===== src/rtl/lfsr_stepper.sv =====
// lfsr_stepper
//   Fibonacci LFSR with seed load, free-run stepping and a counted
//   "advance N steps" command with busy/done handshake. Flags the step that
//   returns the state to the reference seed (wrap) and substitutes SEED for
//   an all-zero load value (seed_err).
//
//   Optional build macro: LFSR_PERIOD_CNT_EN
//     When defined, adds output period_out, which holds the number of steps
//     between the two most recent returns to the reference seed.
//
// Ports
//   clk        in   clock, rising edge
//   rst        in   synchronous active-high reset
//   en         in   free-run step enable (honoured in IDLE and DONE)
//   load       in   load seed_in (zero substituted by SEED)
//   seed_in    in   [WIDTH-1:0] seed value
//   start      in   begin counted run (accepted in IDLE only)
//   n_steps    in   [CNT_W-1:0] step count, sampled with start
//   data_out   out  [WIDTH-1:0] current LFSR state
//   busy       out  counted run in progress
//   done       out  one-cycle pulse, counted run complete
//   wrap       out  one-cycle pulse, previous step landed on the reference seed
//   seed_err   out  one-cycle pulse, zero seed was replaced by SEED
//   period_out out  [WIDTH-1:0] measured period (LFSR_PERIOD_CNT_EN only)
//
// FSM states
//   state | meaning
//   IDLE  | waiting; en steps, start accepted
//   RUN   | counted run, one step per cycle until remaining reaches zero
//   DONE  | single-cycle completion pulse; en steps, start ignored
module lfsr_stepper #(
  parameter int               WIDTH = 4,
  parameter logic [WIDTH-1:0] TAPS  = 4'hC,
  parameter logic [WIDTH-1:0] SEED  = {{(WIDTH-1){1'b0}}, 1'b1},
  parameter int               CNT_W = 16
) (
  input  logic             clk,
  input  logic             rst,
  input  logic             en,
  input  logic             load,
  input  logic [WIDTH-1:0] seed_in,
  input  logic             start,
  input  logic [CNT_W-1:0] n_steps,
  output logic [WIDTH-1:0] data_out,
  output logic             busy,
  output logic             done,
  output logic             wrap,
  output logic             seed_err
`ifdef LFSR_PERIOD_CNT_EN
  ,
  output logic [WIDTH-1:0] period_out
`endif
);

  typedef enum logic [1:0] {IDLE, RUN, DONE} fsm_t;

  fsm_t             fsm, fsm_nxt;
  logic [CNT_W-1:0] remaining, remaining_nxt;
  logic [WIDTH-1:0] ref_seed;
  logic [WIDTH-1:0] step_val;
  logic [WIDTH-1:0] load_val;
  logic             stepping;
  logic             wrap_nxt;

  assign step_val = {data_out[WIDTH-2:0], ^(data_out & TAPS)};
  assign load_val = (seed_in == '0) ? SEED : seed_in;
  // wrap compares against the seed in force before this edge; a load on the
  // same edge never steps, so there is no overlap to resolve.
  assign wrap_nxt = stepping && (step_val == ref_seed);

  always_ff @(posedge clk) begin
    if (rst) begin
      fsm       <= IDLE;
      remaining <= '0;
    end else begin
      fsm       <= fsm_nxt;
      remaining <= remaining_nxt;
    end
  end

  always_comb begin
    fsm_nxt       = fsm;
    remaining_nxt = remaining;
    stepping      = 1'b0;
    if (load) begin
      fsm_nxt       = IDLE;
      remaining_nxt = '0;
    end else begin
      case (fsm)
        IDLE: begin
          if (start) begin
            if (n_steps == '0) begin
              fsm_nxt = DONE;
            end else begin
              fsm_nxt       = RUN;
              remaining_nxt = n_steps;
            end
          end else begin
            stepping = en;
          end
        end
        RUN: begin
          stepping      = 1'b1;
          remaining_nxt = remaining - 1'b1;
          if (remaining == CNT_W'(1)) fsm_nxt = DONE;
        end
        DONE: begin
          stepping = en;
          fsm_nxt  = IDLE;
        end
        default: fsm_nxt = IDLE;
      endcase
    end
  end

  always_ff @(posedge clk) begin
    if (rst) begin
      data_out <= SEED;
      ref_seed <= SEED;
      busy     <= 1'b0;
      done     <= 1'b0;
      wrap     <= 1'b0;
      seed_err <= 1'b0;
    end else begin
      if (load) begin
        data_out <= load_val;
        ref_seed <= load_val;
      end else if (stepping) begin
        data_out <= step_val;
      end
      busy     <= (fsm_nxt == RUN);
      done     <= (fsm_nxt == DONE);
      wrap     <= wrap_nxt;
      seed_err <= load && (seed_in == '0);
    end
  end

`ifdef LFSR_PERIOD_CNT_EN
  logic [WIDTH-1:0] cnt;

  always_ff @(posedge clk) begin
    if (rst || load) begin
      cnt        <= '0;
      period_out <= '0;
    end else if (stepping) begin
      if (wrap_nxt) begin
        period_out <= cnt + 1'b1;
        cnt        <= '0;
      end else begin
        cnt <= cnt + 1'b1;
      end
    end
  end
`endif

endmodule


===== config.mk =====
export PLATFORM = sky130hd
export DESIGN_NAME = lfsr_stepper
export DESIGN_NICKNAME = d
export VERILOG_FILES = /design/src/rtl/lfsr_stepper.sv
export SDC_FILE = /design/constraint.sdc
export NUM_CORES = 1
export LEC_CHECK = 0
export ABC_CLOCK_PERIOD_IN_PS = 2500
export BUFFER_PORTS_ARGS = -buffer_cell sky130_fd_sc_hd__buf_2
export CAP_MARGIN = 20
export CORE_MARGIN = 2
export CORE_UTILIZATION = 30
export DETAILED_ROUTE_END_ITERATION = 8
export HOLD_SLACK_MARGIN = 0.06
export PLACE_DENSITY = 0.49
export RECOVER_POWER = 100
export SETUP_SLACK_MARGIN = 0.1
export SLEW_MARGIN = 5
export SYNTH_ARGS = -nofsm -noshare
export SYNTH_HDL_FRONTEND = slang
export SYNTH_SLANG_ARGS = --single-unit

===== constraint.sdc =====
create_clock -name clk -period 2.5 [get_ports clk]
set_clock_uncertainty 0.1 [all_clocks]
set_input_delay 0.375 -clock clk [delete_from_list [all_inputs] [get_ports clk]]
set_output_delay 0.375 -clock clk [all_outputs]
set_load 0.03 [all_outputs]

### Yosys cells after proc, flatten, opt, wreduce, memory -nomap -nowiden

Index checks and enable logic that the tools add are counted.

| storage, ports and cells | value |
|---|---|
| output and inout port bits | 8 |
| input port bits | 25 |
| logic and storage cells | 41 |
| register bits | 30 |

| cells by class | value |
|---|---|
| add/sub/neg operators | 1 |
| mux-type cells | 14 |
| equal/unequal tests | 8 |
| reductions and logical operators | 10 |

Operators with widths:

| cell | number |
|---|---|
| $mux W16 | 2 |
| $pmux W16 S2 | 1 |
| $eq A16 B1 Y1 const B | 1 |
| $logic_not A16 Y1 | 1 |
| $sub A16 B1 Y16 const B | 1 |
| $mux W4 | 3 |
| $mux W2 | 4 |
| $eq A2 B1 Y1 const B | 2 |
| $eq A2 B2 Y1 const B | 2 |
| $eq A4 B4 Y1 | 1 |
| $logic_not A4 Y1 | 1 |
| $ne A2 B2 Y1 const B | 2 |
| $pmux W2 S2 | 1 |
| $reduce_bool A2 Y1 | 2 |
| $reduce_xor A4 Y1 | 1 |
| $pmux W1 S3 | 1 |
| $reduce_and A3 Y1 | 1 |
| $logic_and A1 B1 Y1 | 2 |
| $logic_not A2 Y1 | 1 |
| $mux W1 | 2 |
| $reduce_or A2 Y1 | 1 |

### Depth between registers and ports, before layout

Gate-level depths: netlist (run 1).

| depth | value |
|---|---|
| word-level depth | 6 |
| mapped depth | 7 |
| mapped depth without buffers | 7 |

### Least setup slack after synthesis (run 1)

No wires, ideal clock.

| timing path | value |
|---|---|
| kind | flip-flop to flip-flop |
| start point | register remaining[7] |
| end point | register remaining[15] |
| stages on the path, launching flop included | 5 |
| period minus slack after synthesis | 2,126 ps |
| library setup time | 79 ps |
| path slack | 374 ps |
| data arrival time | 1,947 ps |
| path buffers | 0 |
| cell sequence | dfxtp_1 > or4_4 > or4_4 > or4_1 > o211ai_1 |

| between the ends | value |
|---|---|
| longest elaborated chain between the ends | 2 |

RTL lines:

| what | RTL line | text |
|---|---|---|
| from (decl) | 58 | `logic [CNT_W-1:0] remaining, remaining_nxt;` |
| from (signal assigned) | 77 | `remaining <= remaining_nxt;` |
| $sub A16 B1 Y16 | 104 | `remaining_nxt = remaining - 1'b1;` |
| $pmux W16 S2 | 89 | `case (fsm)` |

No other way between the ends.
A chain may end at the register's enable or synchronous reset.

### Worst setup path after layout (run 1)

Ends and elaborated chain as after synthesis.

==> results of run 1 <==
sequential cells by signal, indices dropped and copies added, names as in the netlist:
signal,cells
done,1
data_out,4
seed_err,1
busy,1
fsm,2
remaining,16
wrap,1
ref_seed,4
layer usage:
layer	up-vias	share of wire	track usage
met2	29	0.45	0.227
met3	4	0.034	0.0427
li1	763	-	-
met5	-	0	0
met1	701	0.50	0.204
met4	0	0.011	0.0545
worst max-delay path, cell delays in order (launching register included):
cell and delay, ns:
dfxtp_1 0.36, or4_1 0.59, or4_4 0.48, or4_1 0.52, o211ai_1 0.17
cells in the final DEF, fill, tap and decap left out, drive strengths merged, types with 5 or more instances in the layout:
cell type	n
nor3	11
o21ai	5
xnor2	9
nand3	6
a211oi	6
a21oi	6
buf	29
nand2	10
nor4	7
dfxtp	30
clkbuf	18
nor2	22
or4	6
power by group:
group          leakage, nW  total [mW]  switching [mW]  internal [mW]
sequential           0.245       0.527          0.0260          0.501
clock               0.0472       0.411           0.190          0.221
combinational        0.461       0.225           0.127         0.0988
cells by family after synthesis:
family	after synthesis	share of synthesized area
AO/OA/AOI/OAI	40	0.190
XOR/XNOR	12	0.0670
adder cells (fa/ha/maj)	2	0.0159
buffers and inverters	10	0.0239
flip-flops	30	0.383
multiplexers	4	0.0255
AND/OR/NAND/NOR	83	0.295
path summary, 6_finish.rpt:
kind / start / to / slack, ns / cells after the start
min reg2reg: ref_seed[2] / ref_seed[2] / 0.39 / 2
max reg2reg: remaining[7] / remaining[15] / 0.20 / 4
min: n_steps[10] / remaining[10] / 0.23 / 2
max: remaining[7] / remaining[15] / 0.20 / 4
layout make-up:
class	instances	area, um2
clock inverter	2	12.5
multi-input combinational	141	927
fill	576	3140
tap	70	87.6
inverter	4	15.0
sequential	30	601
clock buffer	6	82.6
timing repair buffer	41	205
==> out/qor.txt, run 1 <==
====================================================================================================
Max-cap check violation count                                                                      0
NumNets Final                                                                                    250
Die ar.                                                                                     5820 um2
Antenna diodes                                                                                     0
Clock period minus final worst setup slack                                                   2.30 ns
Power, Total                                                                                 1.16 mW
Synth Warn #                                                                                       0
Via density per instance                                                                        5.09
Post-cts gate resize count                                                                         0
Number of buffers added by the clock tree synthesis step                                           5
Total GRT Usage                                                                                0.150
Ports placed on the boundary                                                                      33
Post-synth top flop                                                                          dfxtp_1
Number of max-slew violations in the final report                                                  0
HPWL Detailed                                                                                3.13 mm
Remaining max-slew budget at the tightest pin                                                  0.456
Clock tree from TritonCTS                                                                       done
Die outline width                                                                            76.3 um
First drt pass iteration count                                                                     4
Crit path max fanout                                                                               7
Total instance count after detailed placement                                                    286
Final period util                                                                              0.919
Critical Path RT                                                                             2.60 ns
Category of the worst setup path capture point                                              register
Total Neg Setup Slack                                                                           0 ns
Overall routed net length                                                                    4.18 mm
Pre-CTS WS                                                                                  0.242 ns
Number of placement rows                                                                          26
Critical Path Source Type                                                                   register
Cell taking the most area after synthesis                                                    dfxtp_1
Root Buffer                                                                                 clkbuf_8
Total leakage power                                                                         0.754 nW
Number of H-tree levels                                                                            2
Most frequently used cell type in the post-synthesis netlist                                 dfxtp_1
Vias                                                                                            1497
Status                                                                                     completed
Non-filler instance count after layout                                                           294
Area added between synthesis and finish                                                        23.0%
Number of design-rule violations left by the first detailed-router iteration                      87
DRC violation count after routing                                                                  0
First-pass GRT wire length                                                                   6.82 mm
Antenna violations before repair                                                                   0
Number of cells produced by synthesis                                                            181
Total gr overflow                                                                                  0
Pwr Density                                                                               602 nW/um2
Worst hold slack after final layout                                                         0.228 ns
Total clock sinks                                                                                 30
Proportion of synthesized chip area in sequential cells                                        0.383
Number of synthesized register bits                                                               30
Critical path class                                                                          reg2reg
Setup repair after global routing missed its margin                                               no
Proportion of synthesized flip-flops having asynchronous set or reset                              0
Maximum clock frequency                                                                      435 MHz
CTS Buffer Depth                                                                                   2
Number of distinct library cells after synthesis                                                  47
Clock latency at the later pin of the worst-skew pair                                        0.28 ns
Height of the die                                                                            76.3 um
Post-layout worst setup margin                                                              0.204 ns
Final count of negative-setup-slack endpoints                                                      0
Final weighted congestion in routability-driven placement                                      0.807
Worst-Margin Slew                                                                           0.810 ns
Largest net degree at the start of global routing                                                 15
Hold-fix buffers at CTS                                                                            0
Core occupancy in the finished layout                                                          0.380
Initial cell density of the core                                                               0.309
Final count of hold timing violations                                                              0
Maximum VDD drop                                                                            0.232 mV
Port Buf Inserts                                                                                  32
Clock-pin slew reported for the worst setup and hold paths after clock tree synthesis        0.07 ns
Number of enable-type register cells in the synthesized netlist                                    0
Largest cells by area after synthesis                                                   dfxtp_1 (38%), nor2_1 (5.3%), xnor2_1 (5.0%)
Share of post-route cells with drive strength above 1                                          0.205
Worst Path Arrival                                                                           2.40 ns
Floorplan core area                                                                         5070 um2
Area share of the largest cell type after synthesis                                            0.383
Post-route cell area                                                                        1930 um2
Most numerous cell types in the synthesized netlist                                     dfxtp_1 (30), nor2_1 (22), nor3_1 (11), nand2_1 (10), xnor2_1 (9)
Net count after synthesis                                                                        208
Standard cell area after detailed placement                                                 1860 um2
Final antenna-violating net count                                                                  0
Post-synthesis cell area                                                                    1570 um2
Synth Area per Inst                                                                         8.67 um2
Type of the worst min-delay path                                                              in2reg
Via count of the first global-routing pass                                                      1393
Buffers inserted during post-CTS setup optimization                                                0
Routed wirelength normalized by instance count                                               14.2 um
====================================================================================================
No activity file was read; power rests on OpenSTA's default activity.
==> inputs of run 2 (changes only) <==
PLACE_DENSITY = 0.6   (was 0.49)
==> out/qor.txt, run 2 (synthesis results as in run 1) <==
====================================================================================================
Antenna diodes                                                                                     0   unchanged
Category of the worst setup path capture point                                              register   unchanged
Final weighted congestion in routability-driven placement                                      0.813   was 0.807
Vias                                                                                            1516   was 1497
Port Buf Inserts                                                                                  32   unchanged
Number of placement rows                                                                          26   unchanged
Total gr overflow                                                                                  0   unchanged
Number of design-rule violations left by the first detailed-router iteration                      99   was 87
Crit path max fanout                                                                               7   unchanged
Sw power                                                                                      351 uW   was 342 uW
Final period util                                                                              0.916   was 0.919
Largest register by flop count                                                             remaining   unchanged
Total GRT Usage                                                                                0.147   was 0.150
Pre-CTS WS                                                                                  0.266 ns   was 0.242 ns
NumNets Final                                                                                    247   was 250
Ports placed on the boundary                                                                      33   unchanged
Clock latency at the later pin of the worst-skew pair                                        0.29 ns   was 0.28 ns
Net switching fraction of the power                                                            0.300   was 0.294
Total clock sinks                                                                                 30   unchanged
Buffers inserted during post-CTS setup optimization                                                0   unchanged
Maximum clock frequency                                                                      436 MHz   was 435 MHz
Share of post-route cells with drive strength above 1                                          0.199   was 0.205
Worst hold slack after final layout                                                         0.226 ns   was 0.228 ns
Final antenna-violating net count                                                                  0   unchanged
HPWL Detailed                                                                                3.12 mm   was 3.13 mm
First-pass GRT wire length                                                                   6.93 mm   was 6.82 mm
Die outline width                                                                            76.3 um   unchanged
Clock tree from TritonCTS                                                                       done   unchanged
Max-cap check violation count                                                                      0   unchanged
Power share of the clock group                                                                 0.359   was 0.353
Most frequent cells in the layout                                                       dfxtp_1 (30), nor2_1 (22), buf_2 (22)   was dfxtp_1 (30), buf_2 (23), nor2_1 (22)
Pwr Density                                                                               611 nW/um2   was 602 nW/um2
Power share of the sequential group                                                            0.451   was 0.453
CTS Buffer Depth                                                                                   2   unchanged
First element of the critical path                                                      remaining[7]   unchanged
Combinational group share of total power                                                       0.190   was 0.194
Total leakage power                                                                         0.745 nW   was 0.754 nW
Die ar.                                                                                     5820 um2   unchanged
Critical Path Source Type                                                                   register   unchanged
Worst r2r src                                                                           remaining[7]   unchanged
Launch point of the worst hold path                                                      n_steps[12]   was n_steps[10]
Largest registers                                                                       remaining: 16 flops, data_out: 4 flops, ref_seed: 4 flops   unchanged
Setup repair after global routing missed its margin                                               no   unchanged
Largest net degree at the start of global routing                                                 15   unchanged
Clock-pin slew reported for the worst setup and hold paths after clock tree synthesis        0.07 ns   about the same
First drt pass iteration count                                                                     4   unchanged
Worst-Margin Slew                                                                           0.847 ns   was 0.810 ns
Via count of the first global-routing pass                                                      1439   was 1393
Status                                                                                     completed   unchanged
Clock period minus final worst setup slack                                                   2.29 ns   was 2.30 ns
Critical path class                                                                          reg2reg   unchanged
Number of buffers added by the clock tree synthesis step                                           5   unchanged
Max reg flops                                                                                     16   unchanged
Number of max-slew violations in the final report                                                  0   unchanged
Internal Pwr Total                                                                            819 uW   was 821 uW
Routed wirelength normalized by instance count                                               14.2 um   about the same
Type of the worst min-delay path                                                              in2reg   unchanged
Total instance count after detailed placement                                                    283   was 286
Most common cell after layout, fill and taps aside                                           dfxtp_1   unchanged
Height of the die                                                                            76.3 um   unchanged
Floorplan core area                                                                         5070 um2   unchanged
Antenna violations before repair                                                                   0   unchanged
Worst Path Arrival                                                                           2.41 ns   was 2.40 ns
Final count of hold timing violations                                                              0   unchanged
Remaining max-slew budget at the tightest pin                                                  0.431   was 0.456
Non-filler instance count after layout                                                           291   was 294
Initial cell density of the core                                                               0.309   unchanged
Via density per instance                                                                        5.21   was 5.09
Number of H-tree levels                                                                            2   unchanged
Post-layout worst setup margin                                                              0.209 ns   was 0.204 ns
Post-cts gate resize count                                                                         0   unchanged
Final count of negative-setup-slack endpoints                                                      0   unchanged
Area added between synthesis and finish                                                        22.0%   was 23.0%
DRC violation count after routing                                                                  0   unchanged
Critical Path RT                                                                             2.62 ns   was 2.60 ns
Overall routed net length                                                                    4.12 mm   was 4.18 mm
Total Neg Setup Slack                                                                           0 ns   unchanged
Hold-fix buffers at CTS                                                                            0   unchanged
Maximum VDD drop                                                                            0.282 mV   was 0.232 mV
Root Buffer                                                                                 clkbuf_8   unchanged
====================================================================================================
[run 2: worst max-delay path, stage by stage, from the launching register on]
cell and delay, ns:
dfxtp_1 0.36, or4_1 0.59, or4_4 0.48, or4_1 0.53
o211ai_1 0.16
[run 2: per-stage QoR]
step            util  power, mW  cell area (um2)
2_1_floorplan      -      0.686             1570
3_3_place_gp   0.362      0.763             1840
3_5_place_dp   0.362      0.764             1840
4_1_cts        0.381       1.18             1930
5_1_grt        0.377       1.23             1910
6_report       0.377       1.17             1910
[run 2: worst paths after layout]
check / endpoint / slack, ns / depth (start not counted)
worst max-delay path: remaining[15] / 0.21 / 4
worst min-delay path: remaining[12] / 0.23 / 2
worst max register to register: remaining[15] / 0.21 / 4
worst min register to register: ref_seed[2] / 0.39 / 2
[run 2: power by group through the flow]
stage / Sequential, mW / Combinational, mW / Clock [mW]
after global routing: 0.531 / 0.245 / 0.454
final: 0.528 / 0.223 / 0.420
after CTS: 0.527 / 0.227 / 0.427
after global placement: 0.538 / 0.225 / 0
after floorplan: 0.543 / 0.143 / 0
after detailed placement: 0.538 / 0.226 / 0
[run 2: routing by layer]
metal,routed length (um),vias up,GRT usage
met1,1940,704,0.198
met3,180,11,0.0367
met4,85,0,0.0636
li1,-,760,-
met5,0,-,0
met2,1910,41,0.223
[run 2: cell type report]
type | count | area [um2]
Clock buffer | 6 | 82.6
Fill cell | 566 | 3160
Timing Repair Buffer | 38 | 189
Inverter | 4 | 15.0
Clock inverter | 2 | 12.5
Multi-Input combinational cell | 141 | 927
Tap cell | 70 | 87.6
Sequential cell | 30 | 601
==> inputs of run 3 (changes only) <==
CAP_MARGIN = 5   (was 20)
RECOVER_POWER = not set   (was 100)
==> out/qor.txt, run 3 (synthesis results as in run 1) <==
====================================================================================================
CTS Buffer Depth                                                                                   2   unchanged
Pre-CTS WS                                                                                  0.266 ns   unchanged
Total GRT Usage                                                                                0.147   unchanged
Ports placed on the boundary                                                                      33   unchanged
Overall routed net length                                                                    4.12 mm   about the same
Die ar.                                                                                     5820 um2   unchanged
Clock latency at the later pin of the worst-skew pair                                        0.29 ns   about the same
Number of inserted filler cells in the final layout                                              558   was 566
Number of placement rows                                                                          26   unchanged
Total clock sinks                                                                                 30   unchanged
Die outline width                                                                            76.3 um   unchanged
Floorplan core area                                                                         5070 um2   unchanged
Share of post-route cells with drive strength above 1                                          0.253   was 0.199
Number of design-rule violations left by the first detailed-router iteration                     105   was 99
Final antenna-violating net count                                                                  0   unchanged
Number of H-tree levels                                                                            2   unchanged
Total instance count after detailed placement                                                    283   unchanged
Number of max-slew violations in the final report                                                  0   unchanged
Critical Path RT                                                                             2.62 ns   about the same
HPWL Detailed                                                                                3.12 mm   unchanged
Non-filler instance count after layout                                                           291   unchanged
Number of buffers added by the clock tree synthesis step                                           5   unchanged
Area of the multi-input gates                                                                931 um2   was 927 um2
Hold-fix buffers at CTS                                                                            0   unchanged
Port Buf Inserts                                                                                  32   unchanged
Core occupancy in the finished layout                                                          0.381   was 0.377
Height of the die                                                                            76.3 um   unchanged
Total gr overflow                                                                                  0   unchanged
Final count of hold timing violations                                                              0   unchanged
Final count of negative-setup-slack endpoints                                                      0   unchanged
Setup repair after global routing missed its margin                                               no   unchanged
Largest registers                                                                       remaining: 16 flops, data_out: 4 flops, ref_seed: 4 flops   unchanged
Remaining max-slew budget at the tightest pin                                                  0.406   was 0.431
Max reg flops                                                                                     16   unchanged
Worst hold slack after final layout                                                         0.225 ns   was 0.226 ns
Power, Total                                                                                 1.18 mW   was 1.17 mW
Final period util                                                                              0.900   was 0.916
Initial cell density of the core                                                               0.309   unchanged
Largest net degree at the start of global routing                                                 15   unchanged
Via density per instance                                                                        5.25   was 5.21
DRC violation count after routing                                                                  0   unchanged
Antenna diodes                                                                                     0   unchanged
Antenna violations before repair                                                                   0   unchanged
Buffers inserted during post-CTS setup optimization                                                0   unchanged
Most common cell after layout, fill and taps aside                                             buf_2   was dfxtp_1
Post-route cell area                                                                        1930 um2   was 1910 um2
Post-cts gate resize count                                                                         0   unchanged
NumNets Final                                                                                    247   unchanged
Maximum clock frequency                                                                      445 MHz   was 436 MHz
Worst-Margin Slew                                                                           0.884 ns   was 0.847 ns
Clock period minus final worst setup slack                                                   2.25 ns   was 2.29 ns
Vias                                                                                            1529   was 1516
First-pass GRT wire length                                                                   6.93 mm   unchanged
Worst Path Arrival                                                                           2.37 ns   was 2.41 ns
Max-cap check violation count                                                                      0   unchanged
Total leakage power                                                                         0.784 nW   was 0.745 nW
Maximum VDD drop                                                                            0.283 mV   was 0.282 mV
First drt pass iteration count                                                                     4   unchanged
Category of the worst setup path capture point                                              register   unchanged
Root Buffer                                                                                 clkbuf_8   unchanged
Via count of the first global-routing pass                                                      1439   unchanged
Critical path class                                                                          reg2reg   unchanged
Sequential cell area                                                                         601 um2   unchanged
Clock-pin slew reported for the worst setup and hold paths after clock tree synthesis        0.07 ns   about the same
Total Neg Setup Slack                                                                           0 ns   unchanged
Final weighted congestion in routability-driven placement                                      0.813   unchanged
Area added between synthesis and finish                                                        23.3%   was 22.0%
Largest register by flop count                                                             remaining   unchanged
Status                                                                                     completed   unchanged
Type of the worst min-delay path                                                              in2reg   unchanged
Crit path max fanout                                                                               7   unchanged
Routed wirelength normalized by instance count                                               14.1 um   was 14.2 um
Post-layout worst setup margin                                                              0.251 ns   was 0.209 ns
Standard cell area after detailed placement                                                 1840 um2   unchanged
Most frequent cells in the layout                                                       buf_2 (32), dfxtp_1 (30), nor2_1 (22)   was dfxtp_1 (30), nor2_1 (22), buf_2 (22)
Pwr Density                                                                               608 nW/um2   was 611 nW/um2
Critical Path Source Type                                                                   register   unchanged
Clock tree from TritonCTS                                                                       done   unchanged
====================================================================================================
==> run 3: changes by cell type in the layout (fill, tap and decap cells not counted) <==
| cell | change |
|---|---|
| or4_1 | -1 |
| buf_2 | +10 |
| buf_4 | +1 |
| clkbuf_1 | -11 |
| or4_4 | +1 |
==> run 3: where the power goes <==
group / internal, mW / total, mW / switching (mW) / leakage (nW)
sequential: 0.501 / 0.528 / 0.0271 / 0.245
combinational: 0.102 / 0.227 / 0.125 / 0.491
clock: 0.221 / 0.420 / 0.199 / 0.0472
total: 0.824 / 1.18 / 0.351 / 0.784
==> run 3: worst max-delay path, cell delays in order, from the launching register on <==
cell	delay, ns
dfxtp_1	0.36
or4_4	0.56
or4_4	0.47
or4_1	0.53
o211ai_1	0.16
==> run 3: worst paths after layout <==
check	endpoint	cells past startpoint	start	slack (ns)
hold reg to reg	ref_seed[2]	2	ref_seed[2]	0.39
setup reg to reg	remaining[15]	4	remaining[7]	0.25
hold / removal	remaining[12]	2	n_steps[12]	0.23
setup / recovery	remaining[15]	4	remaining[7]	0.25
==> run 3: area by class of cell <==
class / instances / area share
clock buffers: 6 / 0.0427
clock inverters: 2 / 0.00647
inverters: 4 / 0.00776
multi-input cells: 141 / 0.481
flip-flops and latches: 30 / 0.310
well taps: 70 / 0.0453
repair buffers: 38 / 0.106
==> run 3: layer usage <==
| metal | wire (um) | global-route usage | vias up |
|---|---|---|---|
| met1 | 1970 | 0.198 | 715 |
| li1 | - | - | 761 |
| met5 | 0 | 0 | - |
| met4 | 72 | 0.0636 | 0 |
| met2 | 1890 | 0.223 | 44 |
| met3 | 191 | 0.0367 | 9 |
